===== config.mk =====
export PLATFORM = sky130hd
export DESIGN_NAME = histogram_output_writer_flat
export DESIGN_NICKNAME = d
export VERILOG_FILES = /design/src/rtl/histogram_output_writer_if.sv /design/src/rtl/histogram_output_writer.sv /design/src/flat_wrapper.sv
export SDC_FILE = /design/constraint.sdc
export NUM_CORES = 1
export LEC_CHECK = 0
export CAP_MARGIN = 15
export CORE_UTILIZATION = 33
export CTS_CLUSTER_DIAMETER = 200
export CTS_CLUSTER_SIZE = 14
export DETAILED_ROUTE_END_ITERATION = 16
export MAX_ROUTING_LAYER = met4
export PLACE_DENSITY_LB_ADDON = 0.12
export SYNTH_ARGS = -nofsm -noshare
export SYNTH_HDL_FRONTEND = slang
export SYNTH_SLANG_ARGS = --single-unit

===== constraint.sdc =====
create_clock -name clock -period 5.7 [get_ports clock]
set_clock_uncertainty 0.2 [all_clocks]
set_input_delay 0.855 -clock clock [delete_from_list [all_inputs] [get_ports clock]]
set_output_delay 0.855 -clock clock [all_outputs]
set_load 0.005 [all_outputs]

===== src/rtl/histogram_output_writer_if.sv =====
// Memory-side bus of the histogram drain stage: scratch read/clear port and output write port.
// The drain engine is the master; the memories (or a bench model) sit on the slave modport.
interface histogram_output_writer_if;
  localparam int unsigned ADDR_W = 16;
  localparam int unsigned DATA_W = 128;

  logic [DATA_W-1:0] scratch_memory_rdata1;
  logic [ADDR_W-1:0] scratch_memory_address_pointer1;
  logic              scratch_memory_write_enable1;
  logic [DATA_W-1:0] scratch_memory_wdata1;
  logic [ADDR_W-1:0] output_memory_address_pointer;
  logic              output_memory_write_enable;
  logic [DATA_W-1:0] output_memory_wdata;

  modport master (
    input  scratch_memory_rdata1,
    output scratch_memory_address_pointer1,
    output scratch_memory_write_enable1,
    output scratch_memory_wdata1,
    output output_memory_address_pointer,
    output output_memory_write_enable,
    output output_memory_wdata
  );

  modport slave (
    output scratch_memory_rdata1,
    input  scratch_memory_address_pointer1,
    input  scratch_memory_write_enable1,
    input  scratch_memory_wdata1,
    input  output_memory_address_pointer,
    input  output_memory_write_enable,
    input  output_memory_wdata
  );
endinterface


===== src/rtl/histogram_output_writer.sv =====
// Drains packed histogram bin words from scratch memory into output memory, optionally
// zeroing each scratch word behind it, and keeps a modulo-2^32 total of every bin drained.
module histogram_output_writer #(
  parameter int unsigned NUM_WORDS         = 16,
  parameter logic [15:0] SCRATCH_BASE_ADDR = 16'd0,
  parameter logic [15:0] OUT_BASE_ADDR     = 16'd0,
  parameter bit          CLEAR_AFTER_READ  = 1'b1
) (
  input  logic                              clock,
  input  logic                              reset,
  input  logic                              start,
  histogram_output_writer_if.master         mem,
  output logic                              busy,
  output logic                              done,
  output logic [31:0]                       total_bin_count
);

  localparam int unsigned ADDR_W = 16;
  localparam int unsigned DATA_W = 128;
  localparam int unsigned CNT_W  = 32;
  localparam int unsigned LANES  = DATA_W / CNT_W;
  localparam int unsigned IDX_W  = 16;

  typedef enum logic [2:0] {
    S_IDLE,
    S_ISSUE,
    S_CAPTURE,
    S_WRITE,
    S_DONE
  } state_e;

  state_e              state_q;
  logic [IDX_W-1:0]    idx_q;
  logic [IDX_W-1:0]    idx_d;
  logic [ADDR_W-1:0]   scr_addr_q;
  logic [ADDR_W-1:0]   out_addr_q;
  logic                scr_we_q;
  logic                out_we_q;
  logic [DATA_W-1:0]   buf_q;
  logic [CNT_W-1:0]    total_q;
  logic [CNT_W-1:0]    total_d;
  logic                busy_q;
  logic                done_q;
  logic                last_word_c;

  // Running total plus the four lanes of the word being written; every add wraps at 32 bits.
  always_comb begin
    total_d = total_q;
    for (int unsigned l = 0; l < LANES; l++) begin
      total_d = total_d + buf_q[l*CNT_W +: CNT_W];
    end
    idx_d       = idx_q + IDX_W'(1);
    last_word_c = (idx_q == IDX_W'(NUM_WORDS - 1));
  end

  always_ff @(posedge clock) begin
    if (reset) begin
      state_q    <= S_IDLE;
      idx_q      <= '0;
      scr_addr_q <= '0;
      out_addr_q <= '0;
      scr_we_q   <= 1'b0;
      out_we_q   <= 1'b0;
      buf_q      <= '0;
      total_q    <= '0;
      busy_q     <= 1'b0;
      done_q     <= 1'b0;
    end else begin
      scr_we_q <= 1'b0;
      out_we_q <= 1'b0;
      done_q   <= 1'b0;
      case (state_q)
        S_IDLE: begin
          if (start) begin
            total_q    <= '0;
            idx_q      <= '0;
            scr_addr_q <= SCRATCH_BASE_ADDR;
            busy_q     <= 1'b1;
            state_q    <= S_ISSUE;
          end
        end
        S_ISSUE: begin
          state_q <= S_CAPTURE;
        end
        // Read data is valid now; the write strobes for this word are set up for WRITE.
        S_CAPTURE: begin
          buf_q      <= mem.scratch_memory_rdata1;
          out_we_q   <= 1'b1;
          out_addr_q <= OUT_BASE_ADDR + ADDR_W'(idx_q);
          scr_we_q   <= CLEAR_AFTER_READ;
          state_q    <= S_WRITE;
        end
        S_WRITE: begin
          total_q <= total_d;
          idx_q   <= idx_d;
          if (last_word_c) begin
            done_q  <= 1'b1;
            state_q <= S_DONE;
          end else begin
            scr_addr_q <= SCRATCH_BASE_ADDR + ADDR_W'(idx_d);
            state_q    <= S_ISSUE;
          end
        end
        S_DONE: begin
          idx_q   <= '0;
          busy_q  <= 1'b0;
          state_q <= S_IDLE;
        end
        default: begin
          state_q <= S_IDLE;
        end
      endcase
    end
  end

  assign mem.scratch_memory_address_pointer1 = scr_addr_q;
  assign mem.scratch_memory_write_enable1    = scr_we_q;
  assign mem.scratch_memory_wdata1           = '0;
  assign mem.output_memory_address_pointer   = out_addr_q;
  assign mem.output_memory_write_enable      = out_we_q;
  assign mem.output_memory_wdata             = buf_q;
  assign busy                                = busy_q;
  assign done                                = done_q;
  assign total_bin_count                     = total_q;

endmodule


===== src/flat_wrapper.sv =====
// flat-port wrapper written by rule: the top's interface ports become plain ports
module histogram_output_writer_flat 
#(
  parameter int unsigned NUM_WORDS         = 16,
  parameter logic [15:0] SCRATCH_BASE_ADDR = 16'd0,
  parameter logic [15:0] OUT_BASE_ADDR     = 16'd0,
  parameter bit          CLEAR_AFTER_READ  = 1'b1
)
  (clock, reset, start, busy, done, total_bin_count, mem_scratch_memory_rdata1, mem_scratch_memory_address_pointer1, mem_scratch_memory_write_enable1, mem_scratch_memory_wdata1, mem_output_memory_address_pointer, mem_output_memory_write_enable, mem_output_memory_wdata);
  histogram_output_writer_if mem_i ();
  input  logic clock;
  input  logic reset;
  input  logic start;
  output logic busy;
  output logic done;
  output logic [31:0] total_bin_count;
  input wire logic [$bits(mem_i.scratch_memory_rdata1)-1:0] mem_scratch_memory_rdata1;
  output wire logic [$bits(mem_i.scratch_memory_address_pointer1)-1:0] mem_scratch_memory_address_pointer1;
  output wire logic [$bits(mem_i.scratch_memory_write_enable1)-1:0] mem_scratch_memory_write_enable1;
  output wire logic [$bits(mem_i.scratch_memory_wdata1)-1:0] mem_scratch_memory_wdata1;
  output wire logic [$bits(mem_i.output_memory_address_pointer)-1:0] mem_output_memory_address_pointer;
  output wire logic [$bits(mem_i.output_memory_write_enable)-1:0] mem_output_memory_write_enable;
  output wire logic [$bits(mem_i.output_memory_wdata)-1:0] mem_output_memory_wdata;
  assign mem_i.scratch_memory_rdata1 = mem_scratch_memory_rdata1;
  assign mem_scratch_memory_address_pointer1 = mem_i.scratch_memory_address_pointer1;
  assign mem_scratch_memory_write_enable1 = mem_i.scratch_memory_write_enable1;
  assign mem_scratch_memory_wdata1 = mem_i.scratch_memory_wdata1;
  assign mem_output_memory_address_pointer = mem_i.output_memory_address_pointer;
  assign mem_output_memory_write_enable = mem_i.output_memory_write_enable;
  assign mem_output_memory_wdata = mem_i.output_memory_wdata;
  histogram_output_writer #(.NUM_WORDS(NUM_WORDS), .SCRATCH_BASE_ADDR(SCRATCH_BASE_ADDR), .OUT_BASE_ADDR(OUT_BASE_ADDR), .CLEAR_AFTER_READ(CLEAR_AFTER_READ)) u_core (.clock(clock), .reset(reset), .start(start), .mem(mem_i), .busy(busy), .done(done), .total_bin_count(total_bin_count));
endmodule

==> reports/results.ini, run 1 <==
[placed_design]
place.gp.congestion = 0.782
pre_cts_slack_ns = 0.927
dp_hpwl_um = 26600
dp_cells = 2424
io_buffers = 326

[die]
core.rowCount = 72
dieArea_mm2 = 0.0400
coreArea_mm2 = 0.0386
start_util_pct = 33.5
die_width_um = 200
ios = 455
die_h_um = 200

[logic_synthesis]
seq_area_frac_synth_pct = 33.1
ys_top_cells_by_area = dfxtp_1 (33%), fa_1 (14%), nand2_1 (10%)
synth-main-ff-cell = dfxtp_1
async_flop_share_pct = 0
avgSynthCellArea_um2 = 7.83
yosysTopAreaCellShare_pct = 33.1
netlist-cell-type-count = 57
ys_ff_latch = 214
synth_edf_count = 0
ys_warn_count = 0
netlist_area_mm2 = 0.0129
syn_inst = 1651
synth_top_area_cell = dfxtp_1

[global_routing]
grt_max_degree = 90
grt_pass1_wl_um = 56200
grt-ovfl-total = 0
antenna_found_initial = 0
grt_pass1_vias = 10601
grt_use_total_pct = 18.2

[critical_path]
cp-start-kind = flop
arrival_ns = 5.04
path_max_fanout = 4
crit_buf_inv = 2
slowest_delay_ns = 0.56
cp.required_ns = 5.93
critical-path-top-delay-family = adder cells
slowest_stage = fa_1
r2r-start = u_core.mem.output_memory_wdata[1]
crit_chain = inv_1, fa_1, fa_1, fa_1, inv_1, ha_1, fa_1, a211oi_1, o21bai_1, o211ai_1, a31oi_1, o211ai_2, o31ai_4, a211o_1, o211ai_1
path_class = flop to flop
cp-end-kind = flop
crit_start = u_core.mem.output_memory_wdata[1]
worstRegToRegCells = 15
r2r-end = u_core.total_bin_count[29]
reg2reg_slack_ns = 0.88
crit_top_cell = fa_1

[cts]
clockBufferDepth = 3
postCtsSetupRepairBufs = 0
post_cts_resized = 0
numCtsBuffers = 19
cts_tree = done
cts.sinks = 214
cts_root_buffer = clkbuf_16
clk_pin_slew_ns = 0.07
clkLatencyLatePin_ns = 0.51
holdBufCountCts = 0
h-tree-depth = 1

[sta]
maxSlewViolCount = 0
rsz0062_at_grt = no
hold_viol = 0
hold_ws_ns = 0.254
tightestPinTransition_ns = 1.10
max_clock_freq_mhz = 208
fin_crit_ns = 4.82
relSlewSlack_pct = 26.8
finalCritPeriodShare_pct = 84.5
postLayoutSetupSlackWorst_ns = 0.884
tns_ns = 0
setup_viol = 0

[power_and_ir_drop]
fin_total_pwr_mw = 4.18
peakVddDrop_v = 0.000176
p_per_area_mw_per_mm2 = 252
p_leak_nw = 6.86

[route]
drc = 0
via_count = 10767
vias_per_cell = 4.40
antenna_left = 0
drt_iter0_markers = 387
drt_first_pass_iters = 5
wl_um = 35600
routedWlPerCell_um = 14.6

[run]
drv_cap = 0

[final_layout]
syn2layout_area_growth_pct = 28.6
fin_nets = 2184
final_cell_mix = nand2_1 (343), clkdlybuf4s50_1 (325), inv_1 (292), dfxtp_1 (214), a21oi_1 (195)
fillers = 4027
final_common_cell = nand2_1
drive_gt1_share_pct = 2.28
antennaDiodeCount = 0
stdcell_count = 2446

[run_status]
status = completed

[worst_hold_path]
min_path_type = flop to flop
hold_path_end = u_core.mem.output_memory_address_pointer[15]
holdPathStages = 2
hold_start = u_core.mem.output_memory_address_pointer[15]

==> synthesized netlist by cell type (all sizes together), types with 2 or more instances <==
| cell | instances |
|---|---|
| nand2 | 343 |
| inv | 292 |
| dfxtp | 214 |
| a21oi | 197 |
| buf | 144 |
| fa | 92 |
| clkbuf | 62 |
| nor2 | 62 |
| o21ai | 37 |
| ha | 33 |
| xnor2 | 25 |
| xor2 | 21 |
| a22oi | 18 |
| nand3 | 18 |
| a21o | 14 |
| nor3 | 9 |
| and3 | 7 |
| nand4 | 7 |
| nand3b | 6 |
| a211oi | 5 |
| o211ai | 4 |
| o21bai | 4 |
| and2 | 3 |
| mux2i | 3 |
| nor4 | 3 |
| o21a | 3 |
| o31ai | 3 |
| a21boi | 2 |
| a32oi | 2 |
| nand2b | 2 |
| o41ai | 2 |
==> per-layer routing <==
| metal | GRT usage (%) | share of wire (%) |
|---|---|---|
| met1 | 23.8 | 47 |
| met2 | 29.3 | 46 |
| met3 | 3.80 | 6.3 |
| met4 | 3.11 | 1.3 |
| met5 | - | 0 |
==> final cells by class <==
type / instances / area, um^2 / area share, %
Multi-Input combinational cell: 1066 / 6770 / 40.7
Sequential cell: 214 / 4280 / 25.8
Timing Repair Buffer: 335 / 3340 / 20.1
Inverter: 292 / 1100 / 6.59
Tap cell: 518 / 648 / 3.90
Clock buffer: 19 / 475 / 2.86
Clock inverter: 2 / 20.0 / 0.120
==> stage by stage <==
| step | cell area, um^2 | util (%) |
|---|---|---|
| after floorplan | 13400 | - |
| after global placement | 16100 | 41.7 |
| after detailed placement | 16100 | 41.7 |
| after CTS | 16600 | 43.0 |
| after global routing | 16600 | 43.0 |
| final | 16600 | 43.0 |
==> cells by family after synthesis <==
kind of cell | Yosys count | share of synthesized area, %
buffers and inverters | 498 | 18.3
other | 1 | 0.0290
adders and majority gates | 125 | 17.4
and+or+nand+nor | 468 | 14.7
xor gates and xnor gates | 46 | 3.12
muxes | 3 | 0.232
AOI/OAI and AO/OA | 296 | 13.1
DFF | 214 | 33.1
==> worst max-delay path by stage <==
| stage | end | slack, ns | cells past startpoint |
|---|---|---|---|
| finish | u_core.total_bin_count[29] | 0.88 | 15 |
| detailed placement | u_core.total_bin_count[29] | 0.93 | 15 |
| floorplan | u_core.total_bin_count[29] | 1.40 | 15 |
| global route | u_core.total_bin_count[29] | 0.68 | 15 |
| global placement | u_core.total_bin_count[29] | 0.98 | 15 |
| CTS | u_core.total_bin_count[29] | 0.89 | 15 |
==> worst register-to-register path, stage by stage (launching register included) <==
cell      delay, ns
dfxtp_1        0.35
inv_1          0.07
fa_1           0.56
fa_1           0.44
fa_1           0.51
inv_1          0.04
ha_1           0.22
fa_1           0.43
a211oi_1       0.26
o21bai_1       0.12
o211ai_1       0.44
a31oi_1        0.22
o211ai_2       0.37
o31ai_4        0.10
a211o_1        0.30
o211ai_1       0.10
==> registers in the layout (all words and copies together), names as in the netlist <==
register / count
u_core.mem.output_memory_wdata: 128
u_core.total_bin_count: 32
u_core.idx_q: 16
u_core.mem.output_memory_address_pointer: 16
u_core.mem.scratch_memory_address_pointer1: 16
u_core.state_q: 3
u_core.busy: 1
u_core.done: 1
u_core.mem.scratch_memory_write_enable1: 1
==> report_power, final <==
| group | switching (mW) | internal (mW) |
|---|---|---|
| clock network | 0.584 | 0.599 |
| registers | 0.0995 | 1.59 |
| logic | 0.744 | 0.562 |
Power figures use the tool's default switching activity.
==> run 2: changes to the inputs <==
clock period = 4.3 ns   (was 5.7 ns; I/O delays follow)
==> reports/results.ini, run 2 (same netlist as run 1, synthesis figures left out) <==
[run_status]
status = completed

[placed_design]
dp_cells = 2494
placed_area_mm2 = 0.0167
dp_hpwl_um = 26900
place.gp.congestion = 0.826
io_buffers = 326

[sta]
relSlewSlack_pct = 37.3
maxSlewViolCount = 0
tightestPinTransition_ns = 0.941
finalCritPeriodShare_pct = 98.1
setup_viol = 0
fin_crit_ns = 4.22
hold_viol = 0
rsz0062_at_grt = yes
max_clock_freq_mhz = 237
tns_ns = 0

[final_layout]
drive_gt1_share_pct = 9.86
final_common_cell = nand2_1
fin_nets = 2264
fin_area_mm2 = 0.0176
final_cell_mix = nand2_1 (341), clkdlybuf4s50_1 (325), inv_1 (281), dfxtp_1 (190), a21oi_1 (187)
syn2layout_area_growth_pct = 36.3
stdcell_count = 2526
antennaDiodeCount = 0
fin_util_pct = 45.6
largest_register_ffs = 128

[die]
die_width_um = 200
coreArea_mm2 = 0.0386
dieArea_mm2 = 0.0400
start_util_pct = 33.5
ios = 455
core.rowCount = 72
die_h_um = 200

[power_and_ir_drop]
peakVddDrop_v = 0.000231
p_leak_nw = 7.30
swShare_pct = 34.0
power_switching_mw = 1.98
seq_power_share_pct = 38.4
fin_total_pwr_mw = 5.82
p_per_area_mw_per_mm2 = 330
clockPowerShare_pct = 27.1
combPwrFrac_pct = 34.4
internal_power_mw = 3.84

[critical_path]
r2r-end = u_core.total_bin_count[29]
crit_chain = inv_2, fa_1, fa_1, fa_1, inv_1, ha_2, fa_2, a211oi_2, o21bai_1, o211ai_1, buf_4, a31oi_4, o211ai_2, buf_6, o31ai_4, a211o_1, o211ai_1
path_class = flop to flop
cp.required_ns = 4.53
slowest_delay_ns = 0.55
cp-end-kind = flop
slowest_stage = fa_1
cp-start-kind = flop
worstRegToRegCells = 17
crit_top_cell = fa_1
arrival_ns = 4.45
critical-path-top-delay-family = adder cells
crit_buf_inv = 4
reg2reg_slack_ns = 0.08
r2r-start = u_core.total_bin_count[1]
path_max_fanout = 4

[route]
via_count = 10902
drt_first_pass_iters = 5
wl_um = 36000
drc = 0
vias_per_cell = 4.32
drt_iter0_markers = 403
routedWlPerCell_um = 14.3
antenna_left = 0

[cts]
h-tree-depth = 1
numCtsBuffers = 19
clkLatencyLatePin_ns = 0.52
cts.sinks = 214
clockBufferDepth = 3
clk_pin_slew_ns = 0.07
holdBufCountCts = 0
cts_root_buffer = clkbuf_16
cts_tree = done

[worst_hold_path]
hold_start = u_core.mem.output_memory_address_pointer[0]
hold_path_end = u_core.mem.output_memory_address_pointer[0]
holdPathStages = 2
min_path_type = flop to flop

[global_routing]
grt_pass1_vias = 10636
grt-ovfl-total = 0
grt_use_total_pct = 18.3
grt_max_degree = 87
grt_pass1_wl_um = 56400
antenna_found_initial = 0

[run]
drv_cap = 0

run 2: repair_timing:
item,in CTS,in global routing
setup buffers,3,9
resized for setup,34,54
pin swaps,19,49
setup endpoints to repair,12,16
cloned,0,0
run 2: worst min-delay path, stage by stage (launching register included):
cell and delay [ns]:
dfxtp_1 0.31, nand2_1 0.05, a21oi_1 0.05
run 2: worst max-delay path by stage:
stage,start,end,slack (ns),cells past startpoint
after global routing,u_core.total_bin_count[1],u_core.total_bin_count[29],-0.11,17
final,u_core.total_bin_count[1],u_core.total_bin_count[29],0.08,17
after detailed placement,u_core.mem.output_memory_wdata[1],u_core.total_bin_count[29],-0.25,16
after CTS,u_core.mem.output_memory_wdata[1],u_core.total_bin_count[29],0.0006,17
after floorplan,u_core.mem.output_memory_wdata[1],u_core.total_bin_count[29],0.02,15
after global placement,u_core.mem.output_memory_wdata[1],u_core.total_bin_count[29],-0.23,16
run 2: area by class of cell:
class,count,area (um^2)
Inverter,292,1100
Multi-Input combinational cell,1066,7100
Clock buffer,19,475
Tap cell,518,648
Clock inverter,2,20.0
Fill cell,3968,21000
Timing Repair Buffer,415,3970
Sequential cell,214,4310
run 2: power groups by stage:
stage	registers [mW]	clock network, mW	logic [mW]
floorplan	2.26	0	1.16
detailed placement	2.29	0	1.89
finish	2.24	1.58	2.01
CTS	2.24	1.66	1.96
global placement	2.28	0	1.87
global route	2.26	1.71	2.29
run 2: routing by layer:
metal	share of wire (%)	up-vias	global-route usage, %	wire (um)
met5	0	-	-	0
li1	-	5526	-	-
met3	6.0	31	4.17	2160
met1	47	5078	23.9	17000
met2	45	267	29.2	16300
met4	1.5	0	3.03	533
run 2: metrics by stage:
step	worst slack [ns]	hold WS, ns
after floorplan	0.0226	0.253
after global placement	-0.228	0.245
after detailed placement	-0.246	0.247
after CTS	0.000639	0.257
after global routing	-0.110	0.281
final	0.0808	0.255
==> run 3: changes to the inputs <==
CAP_MARGIN = 20   (was 15)
==> results of run 3 <==
No change in the layout: final DEF, timing and power equal those of run 2.
